===== config.mk =====
export PLATFORM = sky130hd
export DESIGN_NAME = vec_issue_ctrl
export DESIGN_NICKNAME = d
export VERILOG_FILES = /design/src/rtl/vec_issue_ctrl.sv
export SDC_FILE = /design/constraint.sdc
export NUM_CORES = 1
export LEC_CHECK = 0
export ABC_CLOCK_PERIOD_IN_PS = 4350
export CAP_MARGIN = 15
export CORE_ASPECT_RATIO = 0.75
export CORE_MARGIN = 8
export CORE_UTILIZATION = 25
export CTS_CLUSTER_DIAMETER = 150
export DETAILED_ROUTE_END_ITERATION = 12
export GPL_ROUTABILITY_DRIVEN = 0
export PLACE_DENSITY = 0.51
export SETUP_SLACK_MARGIN = 0.5
export SLEW_MARGIN = 20
export SYNTH_ARGS = -nofsm -noshare
export SYNTH_HDL_FRONTEND = slang
export SYNTH_SLANG_ARGS = --single-unit

===== constraint.sdc =====
create_clock -name clk -period 4.35 [get_ports clk]
set_clock_uncertainty 0.1 [all_clocks]
set_input_delay 0.6525 -clock clk [delete_from_list [all_inputs] [get_ports clk]]
set_output_delay 0.6525 -clock clk [all_outputs]
set_load 0.005 [all_outputs]

===== src/rtl/vec_issue_ctrl.sv =====
// Vector-instruction issue controller: buffers core vector instructions in a FIFO,
// fetches the scalar rs1 operand when needed and issues to the coprocessor over valid/ready.
module vec_issue_ctrl #(
    parameter int unsigned DEPTH    = 4,
    parameter int unsigned XLEN     = 32,
    parameter int unsigned REG_BITS = 5
) (
    input  logic                     clk,
    input  logic                     nrst,
    input  logic [XLEN-1:0]          core_instr,
    input  logic                     core_valid,
    output logic                     core_stall,
    input  logic                     flush,
    output logic [REG_BITS-1:0]      v_rd_xreg_addr,
    input  logic [XLEN-1:0]          xreg_out,
    output logic [XLEN-1:0]          v_instr,
    output logic [XLEN-1:0]          v_xop,
    output logic                     v_valid,
    input  logic                     v_ready,
    output logic [$clog2(DEPTH):0]   count,
    output logic                     overflow
);

    localparam int unsigned AW = $clog2(DEPTH);

    localparam logic [1:0] S_IDLE    = 2'd0;
    localparam logic [1:0] S_FETCH_X = 2'd1;
    localparam logic [1:0] S_ISSUE   = 2'd2;

    logic [XLEN-1:0] mem_q [DEPTH];
    logic [AW:0]     wr_ptr_q, wr_ptr_d;
    logic [AW:0]     rd_ptr_q, rd_ptr_d;
    logic [AW:0]     count_q, count_d;
    logic [1:0]      state_q, state_d;
    logic [XLEN-1:0] instr_q, instr_d;
    logic [XLEN-1:0] xop_q, xop_d;
    logic            overflow_q, overflow_d;

    logic            full, empty, push, pop;
    logic [XLEN-1:0] head;

    function automatic logic need_x(input logic [6:0] opcode, input logic [2:0] funct3);
        logic r;
        r = 1'b0;
        if (opcode == 7'h57)
            r = (funct3 == 3'b100) || (funct3 == 3'b110) || (funct3 == 3'b111);
        else if (opcode == 7'h07 || opcode == 7'h27)
            r = 1'b1;
        return r;
    endfunction

    assign full  = (count_q == (AW+1)'(DEPTH));
    assign empty = (count_q == '0);
    assign push  = core_valid & ~full;
    assign head  = mem_q[rd_ptr_q[AW-1:0]];

    // A pop loads the output register from either IDLE or a completed ISSUE handshake.
    always_comb begin
        state_d = state_q;
        instr_d = instr_q;
        xop_d   = xop_q;
        pop     = 1'b0;
        case (state_q)
            S_IDLE: begin
                if (!empty) begin
                    pop     = 1'b1;
                    instr_d = head;
                    if (need_x(head[6:0], head[14:12])) begin
                        state_d = S_FETCH_X;
                    end else begin
                        state_d = S_ISSUE;
                        xop_d   = '0;
                    end
                end
            end
            S_FETCH_X: begin
                xop_d   = xreg_out;
                state_d = S_ISSUE;
            end
            S_ISSUE: begin
                if (v_ready) begin
                    if (!empty) begin
                        pop     = 1'b1;
                        instr_d = head;
                        if (need_x(head[6:0], head[14:12])) begin
                            state_d = S_FETCH_X;
                        end else begin
                            xop_d = '0;
                        end
                    end else begin
                        state_d = S_IDLE;
                    end
                end
            end
            default: state_d = S_IDLE;
        endcase
        if (flush) state_d = S_IDLE;
    end

    always_comb begin
        wr_ptr_d   = wr_ptr_q + (AW+1)'(push);
        rd_ptr_d   = rd_ptr_q + (AW+1)'(pop);
        count_d    = count_q + (AW+1)'(push) - (AW+1)'(pop);
        overflow_d = overflow_q | (core_valid & full);
        if (flush) begin
            wr_ptr_d = '0;
            rd_ptr_d = '0;
            count_d  = '0;
        end
    end

    always_ff @(posedge clk) begin
        if (push) mem_q[wr_ptr_q[AW-1:0]] <= core_instr;
    end

    always_ff @(posedge clk or negedge nrst) begin
        if (!nrst) begin
            wr_ptr_q   <= '0;
            rd_ptr_q   <= '0;
            count_q    <= '0;
            state_q    <= S_IDLE;
            instr_q    <= '0;
            xop_q      <= '0;
            overflow_q <= 1'b0;
        end else begin
            wr_ptr_q   <= wr_ptr_d;
            rd_ptr_q   <= rd_ptr_d;
            count_q    <= count_d;
            state_q    <= state_d;
            instr_q    <= instr_d;
            xop_q      <= xop_d;
            overflow_q <= overflow_d;
        end
    end

    assign core_stall     = full;
    assign count          = count_q;
    assign overflow       = overflow_q;
    assign v_valid        = (state_q == S_ISSUE);
    assign v_instr        = instr_q;
    assign v_xop          = xop_q;
    assign v_rd_xreg_addr = (state_q == S_FETCH_X) ? instr_q[15 +: REG_BITS] : '0;

endmodule


==> impl_metrics.json <==
{
  "switching_share_pct": 28.5,
  "postCtsHoldBufs": 0,
  "cts_tree": "yes",
  "hold_ws_ns": 0.0918,
  "worstPathRequired_ns": 3.60,
  "via_count": 4544,
  "fp.dieW_um": 222,
  "htree_levels": 1,
  "final_cell_mix": "142 x clkdlybuf4s50_1, 128 x edfxtp_1, 72 x dfrtp_1",
  "antenna_found_initial": 2,
  "setup_violations": 0,
  "reg2reg_to": "state_q[0]$_DFFE_PN0P_",
  "synth_area_um2": 7930,
  "cts_resized": 0,
  "drive_gt1_share_pct": 17.8,
  "critPathMaxStageDelay_ns": 0.81,
  "root_buffer": "clkbuf_16",
  "layout_min_cycle_time_ns": 3.33,
  "power_frac_clock_pct": 28.6,
  "cp_max_fo": 39,
  "die_area_um2": 37700,
  "synthMuxAreaShare_pct": 14.0,
  "drt-initial-drc-count": 318,
  "initial_core_util_pct": 25.4,
  "layout_setup_ws_ns": 1.02,
  "synth_xor_area_share_pct": 0.442,
  "vdd_drop_max_mv": 0.272,
  "hold_violations": 0,
  "r2r_slack_ns": 1.59,
  "synth_top_family_by_area": "multiplexers",
  "drc": 0,
  "r2r_start": "rd_ptr_q[0]$_DFF_PN0_",
  "switchingPower_mw": 1.71,
  "total_power_mw": 6.01,
  "pwr-share-seq_pct": 43.7,
  "seq_area_frac_synth_pct": 71.9,
  "intPower_mw": 4.30,
  "io_pins": 144,
  "critPathKind": "reg2out",
  "wl_um": 20200,
  "reg2reg_depth": 4,
  "fin_nets": 659,
  "comb_power_share_pct": 27.6,
  "synth-simple-area-share_pct": 4.26,
  "drv_slew": 0,
  "cts_buffers": 22,
  "syn_inst": 440,
  "hpwlAfterDp_um": 13200,
  "drt.antenna.violating_nets": 0,
  "final_area_um2": 10400,
  "track_usage_pct": 10.6,
  "synth_compound_area_share_pct": 5.76,
  "vias_per_cell": 4.50,
  "rsz0062_at_grt": "no",
  "synth-seq-cells": 202,
  "p_per_area_nw_per_um2": 576,
  "die_y_um": 170,
  "layout_commonest_cell": "clkdlybuf4s50_1",
  "outcome": "finished, final reports clean",
  "coreArea_um2": 31300,
  "drtPass1Iterations": 4,
  "synth_cell_types": 40,
  "path_clk_slew_ns": 0.06,
  "cellLeakagePower_nw": 3.57,
  "synthAdderAreaFrac_pct": 0.884,
  "worst_pin_slew_ns": 1.04,
  "path_cells": "nor2b_4, and2_1, clkdlybuf4s50_1",
  "routedWlPerCell_um": 20.1,
  "postCtsSetupBuffers": 0,
  "rows": 56,
  "fin_tns_setup_ns": 0,
  "placedCellCount": 967,
  "startpoint_type": "flip-flop",
  "endpoint_kind": "output port",
  "grt_pass1_wl_um": 31200,
  "fmax_ghz": 0.300,
  "clock_latency_ns": 0.51,
  "stdcell_count": 1009,
  "io_buffers": 143,
  "place_area_um2": 9770,
  "fin_util_pct": 33.4,
  "clkSinkCount": 202,
  "grt_pass1_vias": 5035,
  "area_delta_synth_final_pct": 31.7,
  "slowest_stage": "nor2b_4",
  "drv_cap": 0,
  "fillers": 3007,
  "grt-ovfl-total": 0,
  "cts_buffer_depth": 3,
  "synthesis.nets": 514,
  "grt_start_max_net_pins": 75,
  "hp-class": "in2async",
  "fin_crit_sh_pct": 76.6,
  "relSlewSlack_pct": 30.8,
  "avgSynthCellArea_um2": 18.0,
  "pre_cts_slack_ns": 1.35,
  "cp_data_arrival_time_ns": 2.58,
  "yosys_warnings": 0
}
-- flip-flops by register name, indices dropped and copies added, names as in the netlist --
| name | flops |
|---|---|
| overflow | 1 |
| v_instr | 32 |
| state_q | 2 |
| rd_ptr_q | 2 |
| v_xop | 32 |
| mem_q | 128 |
| wr_ptr_q | 2 |
| count | 3 |
-- cell usage after synthesis (all sizes together) --
cell type  count  area [um2]
a21o           1        7.51
a21oi          3        18.8
a22o           1        8.76
a22oi         32         240
and2           5        31.3
and2b          1        7.51
and3           1        6.26
and4b          1        10.0
and4bb         1        12.5
buf           18         164
clkbuf        10        40.0
dfrtp         74        1850
edfxtp       128        3840
fa             1        20.0
ha             4        50.1
inv            5        18.8
mux2          32         360
mux4          32         747
nand2          2        7.51
nand2b         1        6.26
nand3         32         160
nand4b         1        8.76
nor2           5        18.8
nor2b          6        37.5
nor3           2        10.0
nor3b          2        15.0
o21a           1        7.51
o21ai         32         164
o22a           1        10.0
or2            1        6.26
xnor2          3        26.3
xor2           1        8.76
-- power groups by stage --
stage	clock network [mW]	logic, mW	registers (mW)
detailed placement	0	1.71	2.69
global placement	0	1.67	2.66
global route	1.87	1.82	2.69
CTS	1.79	1.71	2.65
finish	1.72	1.66	2.63
floorplan	0	1.04	2.57
-- kinds of logic (layout without fill, tap and decap cells) --
logic type / Yosys count / count (layout)
flops: 202 / 202
other cells: 0 / 2
simple gates: 61 / 61
compound gates: 71 / 71
mux: 64 / 64
buf+inv: 33 / 194
fa+ha+maj: 5 / 5
xor+xnor: 4 / 4
-- metal layers --
layer / vias to the layer above / wire length, um / global-route usage, % / share of wire (%)
met5: - / 13 / 0 / 0.064
met4: 2 / 448 / 2.59 / 2.2
met2: 99 / 10100 / 18.2 / 50
met3: 31 / 922 / 2.77 / 4.6
li1: 2031 / - / - / -
met1: 2381 / 8750 / 13.3 / 43
-- how the worst max path moves through the flow --
stage	from	end	slack, ns	depth (start not counted)
after floorplan	core_valid	mem_q[0][0]$_DFFE_PP_	0.61	3
after global placement	core_valid	mem_q[2][28]$_DFFE_PP_	1.34	4
after detailed placement	core_valid	count[2]$_DFF_PN0_	1.35	10
after CTS	state_q[1]$_DFFE_PN0P_	v_rd_xreg_addr[2]	0.94	3
after global routing	state_q[1]$_DFFE_PN0P_	v_rd_xreg_addr[2]	0.87	3
final	state_q[1]$_DFFE_PN0P_	v_rd_xreg_addr[2]	1.02	3
-- critical path, delay by kind of cell, from the launching register on --
kind                   cells  cell delay (ns)
DFF                        1             0.45
and+or+nand+nor            2             1.10
buffers and inverters      1             0.52
-- cell type report --
class | count | area, um2 | share of cell area, %
clock buffer | 29 | 598 | 5.73
antenna | 2 | 5.00 | 0.0480
timing repair buffer | 149 | 1500 | 14.4
multi-input combinational | 205 | 2050 | 19.6
tap | 406 | 508 | 4.87
inverter | 5 | 18.8 | 0.180
sequential | 202 | 5700 | 54.6
clock inverter | 11 | 62.6 | 0.599
(Power assumes the default switching activity.)
